<file path="config.mk">
export PLATFORM = sky130hd
export DESIGN_NAME = rv32i_if_fetch
export DESIGN_NICKNAME = d
export VERILOG_FILES = /design/src/rtl/rv32i_if_fetch.sv
export SDC_FILE = /design/constraint.sdc
export NUM_CORES = 1
export LEC_CHECK = 0
export ABC_AREA = 1
export CAP_MARGIN = 20
export CORE_MARGIN = 2
export CORE_UTILIZATION = 57
export DETAILED_ROUTE_END_ITERATION = 10
export PLACE_DENSITY = 0.79
export SYNTH_ARGS = -nofsm -noshare
export SYNTH_HDL_FRONTEND = slang
export SYNTH_SLANG_ARGS = --single-unit
</file>
<file path="constraint.sdc">
create_clock -name clk -period 8.1 [get_ports clk]
set_input_delay 1.215 -clock clk [delete_from_list [all_inputs] [get_ports clk]]
set_output_delay 1.215 -clock clk [all_outputs]
set_load 0.02 [all_outputs]
</file>
<file path="src/rtl/rv32i_if_fetch.sv">
// RV32I instruction-fetch stage: fetch PC, in-order imem handshake, small {pc, word} FIFO, redirect/flush.
// Optional RV32I_IF_MISALIGN_CHK_EN: misaligned redirect target sets a sticky flag and halts fetching.
module rv32i_if_fetch #(
    parameter logic [31:0] RESET_PC   = 32'h0000_0000,
    parameter int          FIFO_DEPTH = 4
) (
    input  logic        clk,
    input  logic        reset,
    input  logic        jump_en_in,
    input  logic [31:0] jump_addr_in,
    input  logic        stall_in,
    output logic        imem_req,
    output logic [31:0] imem_addr,
    input  logic        imem_gnt,
    input  logic        imem_rvalid,
    input  logic [31:0] imem_rdata,
    output logic [31:0] iw_out,
    output logic [31:0] pc_out,
    output logic        jump_en_out,
    output logic        fetch_misalign_out
);
    localparam int            AW      = $clog2(FIFO_DEPTH);
    localparam int            CW      = AW + 1;
    localparam logic [CW-1:0] DEPTH_C = CW'(FIFO_DEPTH);
    localparam logic [31:0]   NOP     = 32'h0000_0013;

    logic [31:0]   r_fpc;
    logic [31:0]   r_rpc;
    logic [CW-1:0] r_out;
    logic [CW-1:0] r_drop;
    logic [CW-1:0] r_count;
    logic [AW-1:0] r_wptr;
    logic [AW-1:0] r_rptr;
    logic [31:0]   r_mem_pc [FIFO_DEPTH];
    logic [31:0]   r_mem_iw [FIFO_DEPTH];

    logic          w_halted;
    logic          w_req;
    logic          w_grant;
    logic          w_drop_rsp;
    logic          w_push;
    logic          w_pop;
    logic [31:0]   w_jump_tgt;
    logic [CW-1:0] w_credit;

    assign w_jump_tgt = {jump_addr_in[31:2], 2'b00};
    // Credits cover both in-flight requests and buffered words, so a push can never overflow.
    assign w_credit   = CW'(r_out + r_count);
    assign w_req      = reset && !w_halted && !jump_en_in && (w_credit < DEPTH_C);
    assign w_grant    = w_req && imem_gnt;
    assign w_drop_rsp = imem_rvalid && (r_drop != '0);
    assign w_push     = imem_rvalid && (r_drop == '0) && !jump_en_in;
    assign w_pop      = !jump_en_in && !stall_in && (r_count != '0);

    assign imem_req   = w_req;
    assign imem_addr  = r_fpc;

    always_ff @(posedge clk or negedge reset) begin
        if (!reset) begin
            r_fpc   <= RESET_PC;
            r_rpc   <= RESET_PC;
            r_out   <= '0;
            r_drop  <= '0;
            r_count <= '0;
            r_wptr  <= '0;
            r_rptr  <= '0;
        end else begin
            r_out <= r_out + CW'(w_grant) - CW'(imem_rvalid);
            if (jump_en_in) begin
                r_fpc   <= w_jump_tgt;
                r_rpc   <= w_jump_tgt;
                // Everything still in flight after this cycle belongs to the old path.
                r_drop  <= r_out - CW'(imem_rvalid);
                r_count <= '0;
                r_wptr  <= '0;
                r_rptr  <= '0;
            end else begin
                if (w_grant)    r_fpc  <= r_fpc + 32'd4;
                if (w_push)     r_rpc  <= r_rpc + 32'd4;
                if (w_drop_rsp) r_drop <= r_drop - CW'(1);
                r_count <= r_count + CW'(w_push) - CW'(w_pop);
                r_wptr  <= r_wptr + AW'(w_push);
                r_rptr  <= r_rptr + AW'(w_pop);
            end
        end
    end

    always_ff @(posedge clk) begin
        if (w_push) begin
            r_mem_pc[r_wptr] <= r_rpc;
            r_mem_iw[r_wptr] <= imem_rdata;
        end
    end

    always_ff @(posedge clk or negedge reset) begin
        if (!reset) begin
            iw_out      <= NOP;
            pc_out      <= RESET_PC;
            jump_en_out <= 1'b0;
        end else begin
            jump_en_out <= jump_en_in;
            if (jump_en_in) begin
                iw_out <= NOP;
            end else if (!stall_in) begin
                if (r_count != '0) begin
                    iw_out <= r_mem_iw[r_rptr];
                    pc_out <= r_mem_pc[r_rptr];
                end else begin
                    iw_out <= NOP;
                end
            end
        end
    end

`ifdef RV32I_IF_MISALIGN_CHK_EN
    logic r_misalign;

    always_ff @(posedge clk or negedge reset) begin
        if (!reset)
            r_misalign <= 1'b0;
        else if (jump_en_in && (jump_addr_in[1:0] != 2'b00))
            r_misalign <= 1'b1;
    end

    assign w_halted           = r_misalign;
    assign fetch_misalign_out = r_misalign;
`else
    logic w_unused_lsb;

    assign w_unused_lsb       = ^jump_addr_in[1:0];
    assign w_halted           = 1'b0;
    assign fetch_misalign_out = 1'b0;
`endif

endmodule

</file>
==> results of run 1 <==
[final cells by class]
| class | count | area, sq um |
|---|---|---|
| Sequential cell | 384 | 10900 |
| Fill cell | 2034 | 8880 |
| Multi-Input combinational cell | 1077 | 5110 |
| Timing Repair Buffer | 176 | 1740 |
| Clock buffer | 53 | 1090 |
| Tap cell | 384 | 480 |
| Inverter | 85 | 319 |
| Clock inverter | 21 | 229 |
[worst max-delay path by stage]
stage | startpoint | to
2_1_floorplan | imem_rvalid | r_mem_iw[0][0]$_DFFE_PP_
3_3_place_gp | imem_rvalid | r_mem_iw[3][28]$_DFFE_PP_
3_5_place_dp | jump_en_in | r_mem_pc[1][26]$_DFFE_PP_
4_1_cts | jump_en_in | imem_req
5_1_grt | jump_en_in | imem_req
6_report | jump_en_in | imem_req
[Yosys cell counts (all sizes together), types with 9 or more instances]
cell type,instances
a21oi,22
a31oi,31
buf,45
clkbuf,35
dfrtp,133
edfxtp,248
ha,13
inv,85
nand2,318
nand3,118
nand4,11
nor2,323
o21ai,143
o22ai,30
xnor2,9
xor2,18
[power breakdown]
group          internal [mW]  switching [mW]  total (mW)  leakage (nW)
clock                   1.08           0.729        1.81         0.634
sequential              2.34           0.237        2.58          3.90
combinational          0.504           0.744        1.25          3.19
[cell families (layout without fill, tap and decap cells)]
family	count (synthesis)	count (layout)	synth area share, %
buf+inv	165	335	4.28
fa+ha+maj	15	15	1.22
compound gates	242	242	8.01
simple gates	788	788	19.8
xor+xnor	27	27	1.42
other cells	1	5	0.0226
flops	384	384	65.3
[state kept, by name (all words and copies together) (netlist names), 3 cells and up]
| name | flops |
|---|---|
| imem_addr | 30 |
| r_count | 3 |
| r_mem_pc | 120 |
| r_mem_iw | 128 |
| r_rpc | 30 |
| iw_out | 32 |
| r_out | 3 |
| r_drop | 3 |
| pc_out | 30 |
[metrics by stage]
stage / power, mW / hold slack, ns / setup slack [ns] / util [%] / cells
after floorplan: 3.32 / 0.477 / 1.65 / - / 1626
after global placement: 3.80 / 0.493 / 3.55 / 64.4 / 2105
after detailed placement: 3.85 / 0.495 / 3.52 / 64.4 / 2105
after CTS: 5.66 / 0.512 / 3.87 / 69.0 / 2179
final: 5.64 / 0.509 / 3.88 / 69.1 / 2180
after global routing: 5.91 / 0.530 / 3.72 / 69.1 / 2180
[placed cells by master (no fill, tap or decap), drive strengths merged, types with 4 or more instances in the layout]
cell / netlist / layout
dfrtp: 133 / 133
bufinv: 0 / 4
clkdlybuf4s50: 0 / 160
nand4: 11 / 11
ha: 13 / 13
clkinv: 0 / 14
o211ai: 7 / 7
buf: 45 / 16
nor3: 5 / 5
nand2: 318 / 318
inv: 85 / 85
a21oi: 22 / 22
o21ai: 143 / 143
xor2: 18 / 18
nand3: 118 / 118
clkbuf: 35 / 53
conb: 1 / 5
nor2: 323 / 323
o22ai: 30 / 30
xnor2: 9 / 9
a31oi: 31 / 31
nand3b: 7 / 7
edfxtp: 248 / 248
[routing by layer]
layer	vias up	wire, um
met3	83	3010
met5	-	0
met1	5840	15900
li1	5791	-
met2	545	18600
met4	0	1220
[worst min-delay path: stages (launching register included)]
cell     delay, ns
dfrtp_1       0.34
nand3_1       0.08
nand2_1       0.06
==> out/summary.md, run 1 <==
The number of buffers inserted during clock tree synthesis was 40; the final weighted congestion of routability-driven global placement was 0.927. Entering global routing, the biggest net connects 97 pins. The pin slew with the least headroom to its limit was 1.08 ns; the proportion of layout cells with a drive suffix above 1 was 6.46%.

Summing the sequential cell areas from Yosys gives 65.3% of the chip area. The remaining global-route overflow was 0; the total leakage power was 7.73 nW. Setup violations remaining at the end of the flow were counted as 0. In this run the most used layer during global routing was met2.

Setup repair after global routing left no endpoint under its margin. The run gives 0 as the number of DRC violations after detailed routing. Counting flops and latches in the post-synthesis netlist gives 384. The tools report the data required time of the worst path as 6.88 ns. The number of antenna diodes in the final layout is 0. STA classifies the critical path endpoint as a primary output. Summing over every cut layer, the via total after detailed routing is 12300. The kind of critical path was input pin to primary output.

The tools report the number of antenna violations at the first check in global routing as 0. The signal on the critical path passes through clkdlybuf4s50_1 -> buf_4 -> nor2_1 -> nand2_1 -> nor2_1 -> clkdlybuf4s50_1. The floorplan step set the die width to 175 um. The hold violation count in the final report is 0.

The logs give 0.53 ns for the latest clock arrival within the worst-skew pair and 6 for the number of detailed-routing iterations run before antenna repair. Across all register-to-register paths, the minimum setup slack is 4.70 ns. CTS root buffer: clkbuf_16.

For this run, the slowest stage of the critical path takes 0.61 ns. The clock tree synthesis step divided the H-tree into 2 levels. Input and output buffers added on the ports amount to 161.

The run finished with clean final reports. The floorplan has 62 rows. In this design, the largest share of critical-path delay is due to buffers and inverters. Via count of the first global-routing pass: 12100. The Yosys step of the flow raised 0 warnings. Once the clock tree was built, the resizer swapped 0 gates to a different size. In this run the post-CTS setup repair buffer count came out at 0. Counting buffers and inverters, the worst setup path is 6 cells deep. The routed design could run at a clock period as short as 4.22 ns. In the global route stage, overall resource usage came out at 25.5%.

Once detail routing completed, the nets flagged for antenna violations numbered 0. Global routing consumed, on the met1 layer, 34.4% of the routing resources. Counting cells, the worst reg-to-reg path comes to 7. Measured against its own limit, the worst slew margin works out to 27.7%. The fraction of synthesis flops using an asynchronous set or reset pin is 35.4%. Post-synthesis cell type count: 41. The origin of the worst min-delay path was iw_out[24]$_DFFE_PN0P_. Mean area per synthesized cell: 10.3 sq um.

Measured along the y axis, the die boundary spans 175 um. Across the VDD grid, the largest voltage drop is 169 uV. The finished cells cover 19800 sq um.

Of the post-synthesis cell area, the dominant cell type holds 44.8%. For this design the ratio of total power to cell area is 285 nW/um^2. Compared with the post-synthesis result, the final layout area differs by 19.2%. During I/O placement, the number of pins put on the boundary was 169. The final count of pins violating max slew was 0; the maximum buffer depth of the clock tree was 3. The slowest stage of the critical path is the clkdlybuf4s50_1 cell. In the final routed layout, each cell accounts on average for 17.7 um. The worst hold path passes through 2 cells. The number of buffers and inverters on the critical path is 3. After clock tree synthesis, the clock-pin slew on the worst setup and hold paths is 0.06 ns. The worst setup path is launched from an input pin. For this run, global-route usage on met3 was measured as 3.24%.

Between clock sinks in the finished design, the worst skew comes to 0.0199 ns. The tools report the maximum achievable frequency as 237 MHz. Data arrives at the worst endpoint at 3.01 ns. In this run the worst hold path is classified as flip-flop to flip-flop. The routed design has 38700 um of wire.

TritonCTS built the clock tree. The ratio of routed vias to standard cells was 5.62; the max-capacitance violation count was 0. Counting every instance in the synthesized netlist gives 1622.

The tools report the cell area after synthesis as 16600 sq um. The dominant cell type by area after synthesis is edfxtp_1. Ranked by total cell area, the synthesized netlist is headed by edfxtp_1 45%, dfrtp_1 20%, nand2_1 7.1%. The logs give 1849 for the total number of nets in the final design and 1160 for the starting DRC count in detailed routing. The tools report the clock net sink count as 384. Capturing point of the worst reg2reg path: r_mem_pc[1][19]$_DFFE_PP_. The number of enable flip-flop cells after synthesis was 248.

The die covers 30600 sq um. Hold repair after CTS inserted 0 buffers. For this configuration, the core starts out at a cell density of 57.9%. In this run the cell area measured after placement is 18500 sq um. The maximum fanout along the worst path is 49.

The first global-routing pass estimated 61400 um of wire. The HPWL after detailed placement is 22700 um. The predominant post-synthesis flop cell was edfxtp_1.

The path with the worst hold slack has its endpoint at iw_out[24]$_DFFE_PN0P_. The met2 capacity usage during global routing is 42.6%, and the share of the cycle needed by the critical path after routing is 52.1%. The startpoint identified for the worst register-to-register timing path is r_drop[0]$_DFFE_PN0P_. The run gives 28700 sq um as the area of the placeable core. The final sum of negative setup slack is 0 ns.
Note: power is estimated with default switching activity, not from simulation.
==> run 2, diff against run 1 <==
CORE_UTILIZATION = 51   (was 57)
PLACE_DENSITY = 0.75   (was 0.79)
clock period = 3.4 ns   (was 8.1 ns; I/O delays follow)
==> run 2 against run 1 <==
Global-route usage fell by 2.0 points. Routed wire length grew 2.6%. Critical path depth grew 1. Worst setup slack got worse by 3.3 ns. Largest cell class unchanged. Sequential share of layout area down 0.55 points. Critical endpoint unchanged. Hold slack got worse by 0.27 ns.
==> out/summary.md, run 2 (synthesis results as in run 1) <==
The number of antenna violations at the first check in global routing was 1 (+1); the instance count along the most critical hold path was 1 (-1). The tools report the number of rows created at floorplan as 66 (+6.5%). The maximum number of pins on one net before global-route repair is 94 (-3.1%). Walking the worst path, the cells encountered are dlygate4sd3_1 -> buf_6 -> inv_1 -> nor2_1 -> nand2_1 -> nor2_1 -> clkdlybuf4s50_1. The number of levels the H-tree was split into came out at 2 (unchanged).

In this design, the critical path's most frequently occurring cell is nor2_1. In the final layout, the registers with the most flip-flops are r_mem_iw: 128 flops, r_mem_pc: 120 flops, iw_out: 32 flops. The number of buffers added on ports was 161 (unchanged); the setup violation total in the final timing report was 0 (unchanged). The final count of pins violating max slew is 0 (unchanged). For the total die area, the log shows 34100 sq um (+11%). The worst setup path is captured at a primary output. The clock net sink count was 384 (unchanged); the total number of nets in the final design was 1852 (+0.16%). The tools report the first-pass GRT wire length as 62600 um (+2.0%). The proportion of layout cells with a drive suffix above 1 works out to 6.79% (+0.33 points). STA classifies the critical path startpoint as an input pin.

Setup repair after global routing left no endpoint under its margin. For the vias after detailed routing, the log shows 12200 (-0.35%). The relative area change from synthesis to final layout was 20.4%. The tools report the remaining antenna violation count after routing as 0 (unchanged). The top cell types in the final layout, fill and taps aside, are 314 x nand2_1, 311 x nor2_1, 248 x edfxtp_1, 159 x clkdlybuf4s50_1, 139 x o21ai_0. The starting density of the core was 51.5% (-6.4 points); the final cell count without fillers was 2241 (+2.8%).

The die boundary width is 185 um (+5.6%). The total leakage power was 7.78 nW (+0.64%). The buffers inserted during post-CTS setup optimization was 0 (unchanged); the latest clock arrival within the worst-skew pair was 0.53 ns (about the same).

The power per standard cell area was 677 nW/um^2 (+140%); the placed wire-length estimate was 23500 um (+3.6%). The maximum fanout along the worst path is 15 (-69%), and the overall routed net length is 39700 um (+2.6%). The run gives 944 (-19%) as the starting DRC count in detailed routing. The max-capacitance violation count is 0 (unchanged). The number of buffers added to fix hold violations after cts came out at 1 (+1). Of the available clock period, the critical path in the final layout requires 84.4%.

The final weighted congestion of routability-driven global placement was 0.896 (-3.3%); the worst hold margin was 0.235 ns (-0.273 ns). The logs give 23.5% (-2.0 points) for the global-route total usage across every layer and 0.0209 ns (+0.000972 ns) for the final clock skew. The logs give 29.2% (+1.5 points) for the worst max-slew margin expressed relative to the limit and 349 MHz for the maximum achievable frequency. The flip-flop count of the largest register after layout is 128 (unchanged), and the worst stage delay on the critical path is 0.61 ns (about the same).

The area of the placeable core is 32300 sq um (+12%). The worst-case setup margin in the final layout is 0.531 ns (-3.35 ns), and the logic depth of the worst register-to-register path is 12 (+5). For the highest ir drop seen on vdd, the log shows 375 uV (+120%). For the via count of the first global-routing pass, the log shows 12000 (-0.70%). The type of the tightest min-delay check is input pin to flip-flop. The ratio of routed vias to standard cells came out at 5.45 (-3.1%).

The logs give 0 (unchanged) for the number of DRC violations after detailed routing and 0.453 ns (-3.07 ns) for the pre-CTS setup slack. For the number of detailed-routing iterations run before antenna repair, the log shows 5 (-1). The endpoint arrival time on the critical path is 2.36 ns (-0.65 ns), and the number of placed instances with taps included is 2167 (+2.9%). The run finished with clean final reports.

The maximum buffer depth of the clock tree came out at 3 (unchanged). Clock slew seen by the registers of the worst setup and hold paths: 0.06 ns (about the same). The hold violation count in the final report came out at 0 (unchanged).

The data required time of the worst path is 2.89 ns (-3.99 ns). The remaining global-route overflow is 0 (unchanged). Most frequent standard cell in the layout excluding fill and tap cells: nand2_1. For the fill cell total of the finished layout, the log shows 2515 (+24%).

The clock period minus worst slack works out to 2.87 ns. Average wire per standard cell: 17.7 um (-0.18%). The master of the slowest instance on the critical path was clkdlybuf4s50_1.

The setup path with the least slack is of type input pin to primary output. The pin slew with the least headroom to its limit came out at 1.06 ns (-0.0222 ns). TritonCTS built the clock tree. For the number of buffers inserted during clock tree synthesis, the log shows 39 (-2.5%). Largest register by flop count: r_mem_iw. In this run the clock root is driven by a clkbuf_16.

The run gives 169 (unchanged) as the number of I/O pins. The count of instances resized after the clock tree is built is 0 (unchanged). The vertical extent of the die is 185 um (+5.6%).
## run 2: final timing paths
| kind | from | end | slack (ns) |
|---|---|---|---|
| max in group asynchronous | reset | r_rpc[26]$_DFFE_PN0N_ | 1.78 |
| worst min register to register | iw_out[28]$_DFFE_PN0P_ | iw_out[28]$_DFFE_PN0P_ | 0.51 |
| min in group asynchronous | reset | iw_out[25]$_DFFE_PN0P_ | 0.37 |
| worst min-delay path | jump_en_in | jump_en_out$_DFF_PN0_ | 0.24 |
| worst max register to register | r_count[1]$_DFF_PN0_ | r_out[2]$_DFF_PN0_ | 0.77 |
| worst max-delay path | reset | imem_req | 0.53 |
## run 2: per-layer routing
| layer | wire length (um) | track usage [%] | vias to the layer above |
|---|---|---|---|
| li1 | - | - | 5800 |
| met1 | 17100 | 32.4 | 5844 |
| met2 | 18700 | 38.9 | 517 |
| met3 | 3060 | 3.56 | 55 |
| met4 | 867 | 7.23 | 0 |
| met5 | 0 | 0 | - |
## run 2: power breakdown
part	switching (mW)	internal (mW)
Clock	1.75	2.67
Sequential	0.630	5.58
Combinational	1.71	1.21
## run 2: cell type report
class / count / area, sq um / area share, %
inverter: 85 / 319 / 1.59
clock buffer: 55 / 1110 / 5.53
sequential: 384 / 10900 / 54.2
antenna: 1 / 2.50 / 0.0125
multi-input combinational: 1077 / 5130 / 25.6
tap: 442 / 553 / 2.76
clock inverter: 17 / 236 / 1.18
timing repair buffer: 180 / 1820 / 9.07
## run 2: worst max-delay path, delay by kind of cell
kind | cells | cell delay, ns
buf+inv | 4 | 1.44
simple gates | 3 | 0.41
## run 2: stage by stage
step	setup TNS [ns]	power (mW)	cell area [sq um]	utilization [%]
floorplan	-142.64	7.90	16700	-
global placement	0	9.11	18700	57.8
detailed placement	0	9.21	18700	57.8
CTS	0	13.6	20000	62.0
global route	0	14.2	20000	62.0
finish	0	13.6	20000	62.0
==> run 3, diff against run 2 <==
clock period = 2.6 ns   (was 3.4 ns; I/O delays follow)
==> run 3 against run 2 <==
The flow now finishes with violations (hold timing). Die area unchanged. Sequential share of layout area fell by 0.13 points. First-iteration DRC count rose by 23%. Hold slack lost 0.39 ns. Cell count grew 0.13%. Sequential cell count unchanged. Sequential power up 30%. Non-clock buffer count is 4 higher. Global-route usage rose by 0.30 points. Routed wire length increased by 0.41%. Total power is 29% higher. Utilization increased by 0.14 points. Critical path type is now flip-flop to primary output. Critical endpoint unchanged. Largest cell class unchanged.
==> out/summary.md, run 3 (synthesis results as in run 1) <==
The run finished, with violations left. The final reports fail on hold timing. The tools report the pre-CTS setup slack as 0.0477 ns (-0.405 ns).

The total number of nets in the final design came out at 1857 (+0.27%). In the final layout, the registers with the most flip-flops are r_mem_iw: 128 flops, r_mem_pc: 120 flops, iw_out: 32 flops. CTS placed an instance of clkbuf_16 at the clock tree root. The maximum fanout along the worst path is 4 (-11). The number of rows created at floorplan was 66 (unchanged); the via count of the first global-routing pass was 12100 (+0.39%).

The setup violation total in the final timing report came out at 0 (unchanged). The number of buffers added on ports is 161 (unchanged), and the total leakage power is 7.80 nW (+0.34%). The placed wire-length estimate was 24000 um (+2.3%); the starting density of the core was 51.5% (unchanged).

The power per standard cell area works out to 874 nW/um^2 (+29%). Type of element launching the critical path: a flip-flop. The run gives 23.8% (+0.30 points) as the global-route total usage across every layer. The hold violation count in the final report was 38 (+38). The number of buffers inserted during clock tree synthesis was 40 (+2.6%). The tightest min-delay check is of the input pin to asynchronous set/reset pin type.

The die boundary width was 185 um (unchanged); the final weighted congestion of routability-driven global placement was 0.920 (+2.7%). Setup repair after global routing left no endpoint under its margin. The number of I/O pins is 169 (unchanged), and the clock net sink count is 384 (unchanged). For the number of antenna violations at the first check in global routing, the log shows 0 (-1).

Flip-flop count of the largest register after layout: 128 (unchanged). In this run the critical register-to-register path is launched from r_count[1]$_DFF_PN0_. The tools report the endpoint arrival time on the critical path as 2.05 ns (-0.31 ns). The remaining global-route overflow came out at 0 (unchanged). The worst max-slew margin expressed relative to the limit is 31.9% (+2.7 points), and the highest ir drop seen on vdd is 490 uV (+31%).

The overall routed net length was 39900 um (+0.41%). The final critical path takes up 93.8% of the cycle. The logs give 0 (unchanged) for the remaining antenna violation count after routing and 3.75% (+0.20 points) for the routing usage on met3.

The max-capacitance violation count is 0 (unchanged), and the clock period minus worst slack is 2.44 ns. The tools report the worst hold margin as -0.158 ns (-0.393 ns). The capturing point of the worst reg2reg path is r_out[2]$_DFF_PN0_.

TritonCTS built the clock tree. The first-pass GRT wire length is 63300 um (+1.0%), and the average wire per standard cell is 17.8 um (+0.28%). The clock slew seen by the registers of the worst setup and hold paths is 0.06 ns (about the same).

The proportion of layout cells with a drive suffix above 1 came out at 7.21% (+0.43 points). The antenna diode instance count is 0 (-1). Vertical extent of the die: 185 um (unchanged).

STA classifies the critical path endpoint as a primary output. The run gives 32300 sq um (unchanged) as the area of the placeable core. The met2 capacity usage during global routing was 38.9% (+0.075 points); the pin slew with the least headroom to its limit was 1.02 ns (-0.0408 ns). In the layout the commonest cells are 314 x nand2_1, 310 x nor2_1, 248 x edfxtp_1, 158 x clkdlybuf4s50_1, 139 x o21ai_0. The register-to-register setup slack came out at 0.34 ns (-0.43 ns). The relative area change from synthesis to final layout works out to 20.7%. The run gives 6 (+1) as the number of detailed-routing iterations run before antenna repair.

The most congested layer reported by global routing is met2. Largest register by flop count: r_mem_iw. The worst-case setup margin in the final layout was 0.162 ns (-0.368 ns). The tools report the maximum number of pins on one net before global-route repair as 137 (+46%). Starting DRC count in detailed routing: 1158 (+23%).

The tools report the number of levels the H-tree was split into as 2 (unchanged). The total die area came out at 34100 sq um (unchanged). The maximum buffer depth of the clock tree is 3 (unchanged), and the final clock skew is 0.0133 ns (-0.00762 ns). The logs give 12300 (+0.47%) for the vias after detailed routing and 33.7% (+1.3 points) for the met1 usage in global routing. Data required time of the worst path: 2.21 ns (-0.68 ns).

Most frequent standard cell in the layout excluding fill and tap cells: nand2_1. Derived from the worst setup path, the maximum achievable clock frequency is 410 MHz. The number of DRC violations after detailed routing is 0 (unchanged). The critical path in this run is classified as flip-flop to primary output. For the buffers inserted during post-CTS setup optimization, the log shows 0 (unchanged). The tools report the final count of pins violating max slew as 0 (unchanged). The latest clock arrival within the worst-skew pair was 0.53 ns (about the same); the ratio of routed vias to standard cells was 5.47 (+0.33%). The logic depth of the worst register-to-register path came out at 12 (unchanged).
run 3: cell count changes in the layout (fill, tap and decap cells not counted), sizes merged:
cell	before	now
buf	20	25
bufinv	5	3
clkinv	7	13
diode	1	0
dlygate4sd3	1	0
clkdlybuf4s15	0	1
clkdlybuf4s50	159	158
clkinvlp	4	0
run 3: repair_timing:
action / CTS / global route
hold buffers: 0 / 0
resized for setup: 1 / 1
setup endpoints to repair: 1 / 1
hold endpoints to repair: 0 / 0
run 3: report_power, final:
| group | internal (mW) | switching [mW] | leakage [nW] |
|---|---|---|---|
| clock network | 3.28 | 2.24 | 0.630 |
| registers | 7.30 | 0.747 | 3.90 |
| logic | 1.63 | 2.35 | 3.27 |
run 3: metal layers:
metal  wire length (um)  part of all wire [%]
met5                  0                     0
met1              17600                    44
met4                697                   1.7
met3               2900                   7.3
met2              18700                    47
run 3: critical path: stages (launching register included):
cell and delay [ns]:
dfrtp_1 0.44, ha_1 0.31, nand3_1 0.08, nand2_1 0.09
nand2_2 0.10, nand2_1 0.05, nor2_1 0.14, clkdlybuf4s15_1 0.33
run 3: how the worst max path moves through the flow:
stage | from | end | slack (ns) | cells after the start
detailed placement | imem_rvalid | r_count[2]$_DFF_PN0_ | 0.05 | 11
CTS | r_out[1]$_DFF_PN0_ | imem_req | 0.10 | 7
floorplan | r_drop[1]$_DFFE_PN0P_ | r_mem_iw[0][0]$_DFFE_PP_ | -0.26 | 6
global route | r_out[1]$_DFF_PN0_ | imem_req | 0.001 | 7
global placement | imem_rvalid | r_count[2]$_DFF_PN0_ | 0.13 | 11
finish | r_out[1]$_DFF_PN0_ | imem_req | 0.16 | 7
run 3: area by class of cell:
class                      count  area (sq um)
clock buffer                  55          1110
multi-input combinational   1077          5160
tap                          442           553
timing repair buffer         184          1890
fill                        2445         12200
clock inverter                17           173
sequential                   384         10900
inverter                      85           322
run 3: per-stage QoR:
stage	instances	power, mW	util (%)	instance area [sq um]	setup TNS [ns]
floorplan	1626	10.4	-	16700	-56.46
global placement	2172	12.0	58.2	18800	0
detailed placement	2172	12.1	58.2	18800	0
CTS	2244	17.7	62.2	20100	0
global route	2244	18.4	62.2	20100	0
finish	2244	17.5	62.2	20100	0
